**config.mk**
```make
export PLATFORM = sky130hd
export DESIGN_NAME = mem_stage
export DESIGN_NICKNAME = d
export VERILOG_FILES = /design/src/rtl/mem_stage.sv
export SDC_FILE = /design/constraint.sdc
export NUM_CORES = 1
export LEC_CHECK = 0
export BUFFER_PORTS_ARGS = -buffer_cell sky130_fd_sc_hd__buf_2
export CORE_AREA = 2 2 162 164
export DETAILED_ROUTE_END_ITERATION = 8
export DIE_AREA = 0 0 164 166
export GPL_ROUTABILITY_DRIVEN = 1
export SYNTH_ARGS = -nofsm -noshare
export SYNTH_HDL_FRONTEND = slang
export SYNTH_SLANG_ARGS = --single-unit
export TNS_END_PERCENT = 50
```
**constraint.sdc**
```tcl
create_clock -name CLK -period 3.29 [get_ports CLK]
set_input_delay 0.1645 -clock CLK [delete_from_list [all_inputs] [get_ports CLK]]
set_output_delay 0.1645 -clock CLK [all_outputs]
set_load 0.02 [all_outputs]
```
**src/rtl/mem_stage.sv**
```systemverilog
// Memory-access stage and MEM/WB latch: issues dcache requests, holds them until dhit, buffers load data.
// Optional stall-cycle counter enabled by defining MEM_STALL_CNT_EN; otherwise stall_cnt reads 0.
module mem_stage #(
  parameter int REGSEL_W = 2
) (
  input  logic                CLK,
  input  logic                nRST,
  input  logic                ihit,
  input  logic                flush,
  input  logic                ex_valid,
  input  logic                ex_memRd,
  input  logic                ex_memWr,
  input  logic                ex_regWr,
  input  logic [REGSEL_W-1:0] ex_regSel,
  input  logic [4:0]          ex_regDst,
  input  logic                ex_halt,
  input  logic [31:0]         ex_nPC,
  input  logic [31:0]         ex_ALUOut,
  input  logic [31:0]         ex_lui,
  input  logic [31:0]         ex_store,
  input  logic                dhit,
  input  logic [31:0]         dmemload,
  output logic                dmemREN,
  output logic                dmemWEN,
  output logic [31:0]         dmemaddr,
  output logic [31:0]         dmemstore,
  output logic                mem_stall,
  output logic                wb_regWr,
  output logic [REGSEL_W-1:0] wb_regSel,
  output logic [4:0]          wb_regDst,
  output logic [31:0]         wb_nPC,
  output logic [31:0]         wb_ALUOut,
  output logic [31:0]         wb_lui,
  output logic [31:0]         wb_dmemload,
  output logic                wb_halt,
  output logic [31:0]         stall_cnt
);

  typedef enum logic [1:0] {IDLE, WAIT, DONE} state_t;

  state_t      state, state_nxt;
  logic [31:0] load_buf;
  logic        acc, adv, capture;

  assign acc       = ex_valid & (ex_memRd | ex_memWr);
  assign dmemaddr  = ex_ALUOut;
  assign dmemstore = ex_store;
  assign mem_stall = acc & (state != DONE) & ~dhit;
  assign adv       = ihit & ~mem_stall;

  always_comb begin
    state_nxt = state;
    dmemREN   = 1'b0;
    dmemWEN   = 1'b0;
    capture   = 1'b0;
    case (state)
      IDLE, WAIT: begin
        // A load takes precedence when both memRd and memWr are set.
        dmemREN = nRST & acc & ex_memRd;
        dmemWEN = nRST & acc & ex_memWr & ~ex_memRd;
        if (acc & dhit) begin
          state_nxt = ihit ? IDLE : DONE;
          capture   = ~ihit;
        end else if (acc) begin
          state_nxt = WAIT;
        end else begin
          state_nxt = IDLE;
        end
      end
      DONE: begin
        if (ihit) state_nxt = IDLE;
      end
      default: state_nxt = IDLE;
    endcase
  end

  always_ff @(posedge CLK) begin
    if (!nRST) begin
      state       <= IDLE;
      load_buf    <= '0;
      wb_regWr    <= 1'b0;
      wb_regSel   <= '0;
      wb_regDst   <= '0;
      wb_nPC      <= '0;
      wb_ALUOut   <= '0;
      wb_lui      <= '0;
      wb_dmemload <= '0;
      wb_halt     <= 1'b0;
    end else begin
      if (capture) load_buf <= dmemload;
      state <= flush ? IDLE : state_nxt;
      if (flush) begin
        wb_regWr    <= 1'b0;
        wb_regSel   <= '0;
        wb_regDst   <= '0;
        wb_nPC      <= '0;
        wb_ALUOut   <= '0;
        wb_lui      <= '0;
        wb_dmemload <= '0;
        wb_halt     <= 1'b0;
      end else if (adv) begin
        wb_regWr    <= ex_regWr & ex_valid;
        wb_regSel   <= ex_regSel;
        wb_regDst   <= ex_regDst;
        wb_nPC      <= ex_nPC;
        wb_ALUOut   <= ex_ALUOut;
        wb_lui      <= ex_lui;
        wb_dmemload <= (state == DONE) ? load_buf : dmemload;
        wb_halt     <= ex_halt;
      end
    end
  end

`ifdef MEM_STALL_CNT_EN
  logic [31:0] stall_cnt_q;

  always_ff @(posedge CLK) begin
    if (!nRST) stall_cnt_q <= '0;
    else if (mem_stall) stall_cnt_q <= stall_cnt_q + 32'd1;
  end

  assign stall_cnt = stall_cnt_q;
`else
  assign stall_cnt = 32'd0;
`endif

endmodule
```
# Word level (Yosys, flattened, before mapping)

Index checks and enable logic that the tools add are counted.

Register bits: 171
Output and inout bits: 236
Logic and storage cells: 43

Eq/ne operators: 4
Muxes and demuxes: 10
Bitwise operators: 16
Reduce and logical (&&, ||, !) cells: 3

Operators with widths:

| kind                                                             | count |
|---|---|
| 32-bit two-way mux                                               | 1 |
| 1-bit AND                                                        | 10 |
| 2-bit two-way mux                                                | 3 |
| 1-bit two-way mux                                                | 5 |
| 1-bit inverter                                                   | 5 |
| 2-bit != test (second input constant)                            | 2 |
| 2-bit one-hot mux with 2 select lines                            | 1 |
| 2-bit OR reduction                                               | 2 |
| 2-bit by 1-bit == test with 1-bit output (second input constant) | 1 |
| 2-bit == test (second input constant)                            | 1 |
| 2-bit logical NOT                                                | 1 |
| 1-bit OR                                                         | 1 |

# Longest topological paths before layout

Gate-level depths: netlist of run 1.

Word-level depth: 6
Mapped depth: 7

# Worst setup path after synthesis of run 1

Ideal clock, no wire load.

Kind: reg2reg
Start: register state[1]
End: register load_buf[11]
Library setup time: 0.116 ns
Arrival: 1.381 ns
Data required time: 3.174 ns
Slack: 1.793 ns
Stages on the path, launching flop included: 7
Path buffers: 2
Clock period less this slack: 1.497 ns
Path through: dfxtp_1 -> nand2b_1 -> or4b_1 -> clkbuf_1 -> clkbuf_1 -> nand2_1 -> a21boi_1

Cells in the longest elaborated chain, start to end: 3
Elaborated cells on any way between the ends: 4
Those cells by class: eq/ne (1); mux (1); reduce/logical (2)

RTL lines:

| element                                                                              | line | source |
|---|---|---|
| from (decl)                                                                          | 41   | `state_t state, state_nxt;` |
| from (signal assigned)                                                               | 91   | `state <= flush ? IDLE : state_nxt;` |
| 2-bit by 1-bit == test with 1-bit output / 2-bit logical NOT (equally long branches) | 56   | `case (state)` |
| 2-bit OR reduction (*)                                                               | 56   |  |
| 1-bit two-way mux (*)                                                                | 56   |  |
| to (signal assigned)                                                                 | 90   | `if (capture) load_buf <= dmemload;` |
| to (decl)                                                                            | 42   | `logic [31:0] load_buf;` |

Mark *: on every way between the ends. The rest lies on a longest branch, timed or not.
A chain may end at the register's enable or synchronous reset.

# Worst setup path in the final report of run 1

Start: register state[1]
End: register wb_lui[3]

Cells in the longest elaborated chain, start to end: 5

RTL lines:

| element                | line | source |
|---|---|---|
| 2-bit != test          | 48   | `assign mem_stall = acc & (state != DONE) & ~dhit;` |
| 1-bit AND (2 in a row) | 48   |  |
| 1-bit inverter         | 49   | `assign adv = ihit & ~mem_stall;` |
| 1-bit AND              | 49   |  |
| to (signal assigned)   | 107  | `wb_lui <= ex_lui;` |
| to (decl)              | 33   | `output logic [31:0] wb_lui,` |

No other way between the ends.

==> results of run 1 <==
-- flip-flops by register name, indices dropped and copies added (netlist names) --
register     flops
wb_regSel        2
wb_halt          1
wb_dmemload     32
wb_nPC          32
state            2
load_buf        32
wb_ALUOut       32
wb_regWr         1
wb_regDst        5
wb_lui          32
-- cell families after synthesis --
| logic type | count (synthesis) | synth area share (%) |
|---|---|---|
| DFF | 171 | 48.77 |
| buffers and inverters | 156 | 14.12 |
| other | 1 | 0.05342 |
| AOI/OAI and AO/OA | 171 | 14.72 |
| and+or+nand+nor | 321 | 17.77 |
| muxes | 32 | 4.563 |
-- Yosys cell counts --
master    instances  area (um^2)
a211oi_1         32        240.2
mux2i_1          32        320.3
and4b_1           1        10.01
nand2_1         273         1025
nor2b_1           1        6.260
clkbuf_1         34        127.6
buf_1             1        3.750
dfxtp_1         171         3423
nand3_1           1        5.000
inv_2             1        3.750
conb_1            1        3.750
a21oi_1         105        525.5
o41a_1            1        11.26
or4b_1            1        10.01
o41ai_2           1        16.27
and3_1            1        6.260
buf_4           102        765.7
nand2b_1          3        18.77
buf_2            18        90.09
nor4_1            2        12.51
nor2_1           37        138.9
a21boi_1         32        240.2
nor4b_2           1        15.01
-- where the power goes --
part / internal [mW] / switching (mW)
registers: 2.14 / 0.0339
clock network: 1.10 / 0.938
logic: 0.314 / 0.422
total: 3.55 / 1.39
-- routing by layer --
| layer | GRT usage, % | share of wire [%] | up-vias |
|---|---|---|---|
| li1 | - | - | 3371 |
| met1 | 18.18 | 42 | 3119 |
| met2 | 26.93 | 49 | 244 |
| met3 | 4.695 | 6.4 | 51 |
| met4 | 6.522 | 2.7 | 0 |
| met5 | 0 | 0 | - |
-- worst max-delay path, delay by kind of cell, from the launching register on --
family          cells  cell delay [ns]
buf+inv             1             0.33
flops               1             0.34
compound gates      2             0.87
simple gates        2             0.25
-- final cells by class --
class / instances / area, um^2
clock buffers: 18 / 439.2
clock inverters: 14 / 155.1
fillers: 2565 / 15340
inverters: 1 / 3.754
multi-input cells: 556 / 2753
flip-flops and latches: 171 / 3423
well taps: 335 / 419.2
repair buffers: 462 / 3083
-- worst min path at each step --
stage	from	to	slack (ns)	depth (start not counted)
floorplan	dhit	state[0]	0.24	1
global placement	ex_store[23]	dmemstore[23]	0.33	0
detailed placement	ex_store[23]	dmemstore[23]	0.33	0
CTS	ex_ALUOut[15]	wb_ALUOut[15]	0.0008	3
global route	ex_ALUOut[15]	wb_ALUOut[15]	0.004	3
finish	ex_ALUOut[15]	wb_ALUOut[15]	0.03	3
-- metrics by stage --
| step | area, um^2 | instances | hold slack, ns |
|---|---|---|---|
| after floorplan | 7136 | 883 | 0.2430 |
| after global placement | 8361 | 1393 | 0.3291 |
| after detailed placement | 8361 | 1393 | 0.3291 |
| after CTS | 10280 | 1557 | 0.0008413 |
| after global routing | 10280 | 1557 | 0.003954 |
| final | 10280 | 1557 | 0.02878 |
==> impl_metrics.ini, run 1 <==
[finish]
drive_gt1_share_pct = 30.11
nets = 1386
area_growth_pct = 46.40
mostFrequentLayoutCell = buf_2
n_antenna_cell = 0
mostFrequentLayoutCells = 316 x buf_2, 273 x nand2_1, 171 x dfxtp_1, 132 x dlygate4sd3_1, 105 x a21oi_1
fin_util_pct = 40.12

[synth]
synth_cell_types = 23
ys_seq_area_share_pct = 48.77
ys_ff_latch = 171
ys_warn_count = 0
syn_area_per_cell_um2 = 8.239
syn-cell-area_mm2 = 0.007019
netlist_instances = 852

[drt]
wire_per_inst_um = 14.33
num_vias = 6785
ant_nets = 0
drt_pass1_iterations = 6
vias_per_cell = 4.358
routed_wl_um = 22310
drc = 0
drtIter0Drc = 314

[floorplan]
core_region_area_mm2 = 0.02562
die-area_mm2 = 0.02722
die-height_um = 166
die-width_um = 164
io_pins = 413
initial_utilization_pct = 27.40
rows = 59

[clock_network]
cts_hold_repair.buffers = 132
cts_setup_buffers = 0
cts_root_buffer = clkbuf_16
post_cts_resized = 0
clk_latency_ns = 0.42
path_clk_slew_ns = 0.07
clock_sinks = 171
numCtsBuffers = 17
htreeDepth = 4
cts_tree = yes
cts_buffer_depth = 2

[sta]
relSlewSlack_pct = 39.15
worstMarginPinSlew_ns = 0.9097
finalSetupTns_ns = 0
slew_violations = 0
setup_viol = 0
hold_viol = 0
clock.fmax_mhz = 532.5
min_period_over_period_pct = 57.08
rsz0062_at_grt = no
setup_ws_ns = 1.412
fin_skew_ns = 0.01117
fin_crit_ns = 1.878

[critical_path]
ff2ff_path_depth = 5
r2r_end = wb_lui[3]
crit_arrival_ns = 2.21
endpoint_kind = register
reg2reg_slack_ns = 1.41
cp_slowest_cell = o41ai_4
crit_type = reg2reg
worstSetupStartpointType = register
cp-startpoint = state[1]
path_cells = nor2b_1, o41ai_4, buf_4, nand2_1, a21oi_1
crit_end = wb_lui[3]
cp_slowest_stage_delay_ns = 0.74
cp_max_fo = 13
cp.required_ns = 3.62
r2r-start = state[1]

[grt]
grt_use_total_pct = 15.74
grt_max_degree = 87
grt_pass1_wl_um = 33470
grt-ovfl-total = 0
antenna_found_initial = 0
grt_pass1_vias = 6183

[flow_run]
cap_violations = 0

[place]
portBuffers = 316
gp_congestion = 0.7721
dp_hpwl_um = 14940
dp_slack_ns = 1.387

[run_status]
status = finished, final reports clean

[pwr]
powerDensity_mw_per_mm2 = 481.3
ir_drop_mv = 0.2660
power_mw = 4.946
p_leak_nw = 4.843

[worst_hold_path]
hold_class = in2reg
No activity file was read; power rests on OpenSTA's default activity.
==> run 2: changes to the inputs <==
==> constraint.sdc (replaced) <==
create_clock -name CLK -period 1.8 [get_ports CLK]
set_input_delay 0.09 -clock CLK [delete_from_list [all_inputs] [get_ports CLK]]
set_output_delay 0.09 -clock CLK [all_outputs]
set_load 0.02 [all_outputs]
==> impl_metrics.ini, run 2 (same netlist as run 1, synthesis figures left out) <==
[run_status]
status = finished, final reports clean

[floorplan]
core_region_area_mm2 = 0.02562
die-height_um = 166
rows = 59
die-area_mm2 = 0.02722
initial_utilization_pct = 27.40
die-width_um = 164
io_pins = 413

[grt]
grt-ovfl-total = 0
grt_max_degree = 68
grt_use_total_pct = 16.15
grt_pass1_vias = 6639
grt_pass1_wl_um = 34540
antenna_found_initial = 0

[critical_path]
crit_type = reg2reg
crit_top_cell = buf_12
cpLargestDelayFamily = compound AO/OA/AOI/OAI gates
cp_slowest_stage_delay_ns = 0.44
worstSetupStartpointType = register
cp_slowest_cell = o41a_2
critPathBufInv = 2
cp.required_ns = 2.09
endpoint_kind = register
cp_max_fo = 35
cp-startpoint = state[1]
crit_arrival_ns = 1.92
path_cells = nor2b_2, o41a_2, buf_12, buf_12, nand2_1, a21oi_1
r2r-start = state[1]

[flow_run]
cap_violations = 0

[clock_network]
numCtsBuffers = 17
cts_root_buffer = clkbuf_16
path_clk_slew_ns = 0.07
clock_sinks = 171
clk_latency_ns = 0.42
cts_tree = yes
htreeDepth = 4
cts_buffer_depth = 2
cts_setup_buffers = 0

[sta]
fin_crit_ns = 1.631
min_period_over_period_pct = 90.60
fin_skew_ns = 0.01086
rsz0062_at_grt = no
setup_viol = 0
finalSetupTns_ns = 0
hold_slack_ns = 0.07223
clock.fmax_mhz = 613.2
slew_violations = 0
hold_viol = 0

[place]
portBuffers = 316
gp_congestion = 0.8074
dp_hpwl_um = 15150

[finish]
mostFrequentLayoutCell = buf_2
nets = 1400
mostFrequentLayoutCells = 316 x buf_2, 273 x nand2_1, 171 x dfxtp_1, 139 x dlygate4sd3_1, 105 x a21oi_1
area_growth_pct = 49.48
fillCellCount = 2541
n_antenna_cell = 0
drive_gt1_share_pct = 30.31

[worst_hold_path]
hp-start = ihit
hold_class = in2reg

[drt]
vias_per_cell = 4.365
wire_per_inst_um = 14.31
num_vias = 6848
drt_pass1_iterations = 4
drtIter0Drc = 315
ant_nets = 0
routed_wl_um = 22450
drc = 0

[pwr]
ir_drop_mv = 0.4856
powerDensity_mw_per_mm2 = 893.1
p_leak_nw = 4.939
run 2: path summary, 6_finish.rpt:
check	endpoint	slack [ns]	cells after the start
worst max-delay path	wb_nPC[5]	0.17	6
worst min-delay path	state[1]	0.07	4
worst max register to register	wb_nPC[5]	0.17	6
worst min register to register	wb_ALUOut[7]	0.45	2
run 2: routing by layer:
layer	global-route usage, %	vias to the layer above	routed length (um)
li1	-	3392	-
met1	17.94	3149	9205
met2	28.15	254	10960
met3	5.145	53	1457
met4	6.903	0	827
met5	0	-	0
run 2: worst register-to-register path: cells and delay by family, from the launching register on:
kind	cells	cell delay, ns
simple gates	2	0.28
flops	1	0.34
buf+inv	2	0.38
compound gates	2	0.51
run 2: final cells by class:
type	count	area, um^2	area share (%)
sequential	171	3423	32.63
timing repair buffer	476	3256	31.03
multi-input combinational	556	2755	26.26
clock buffer	17	425.4	4.054
tap	335	419.2	3.995
clock inverter	13	210.2	2.003
inverter	1	3.754	0.03577
run 2: power by group:
part,switching [mW],internal (mW),total [mW]
Sequential,0.0611,3.91,3.97
Clock,1.66,2.36,4.01
Combinational,0.783,0.605,1.39
Total,2.50,6.87,9.37
run 2: metrics by stage:
stage | worst slack [ns] | utilization, % | area (um^2) | power, mW | instances
3_5_place_dp | 0.1538 | 33.04 | 8463 | 5.203 | 1400
3_3_place_gp | 0.2093 | 33.04 | 8463 | 5.191 | 1400
2_1_floorplan | 0.3025 | - | 7136 | 4.904 | 883
4_1_cts | 0.1372 | 40.95 | 10490 | 9.519 | 1569
6_report | 0.1693 | 40.96 | 10490 | 9.370 | 1569
5_1_grt | 0.07112 | 40.96 | 10490 | 9.822 | 1569
run 2: repair_timing:
action                     in CTS  in global routing
gates resized for setup         0                  1
hold buffers                  139                  0
setup endpoints to repair       0                  6
hold endpoints to repair      139                  0
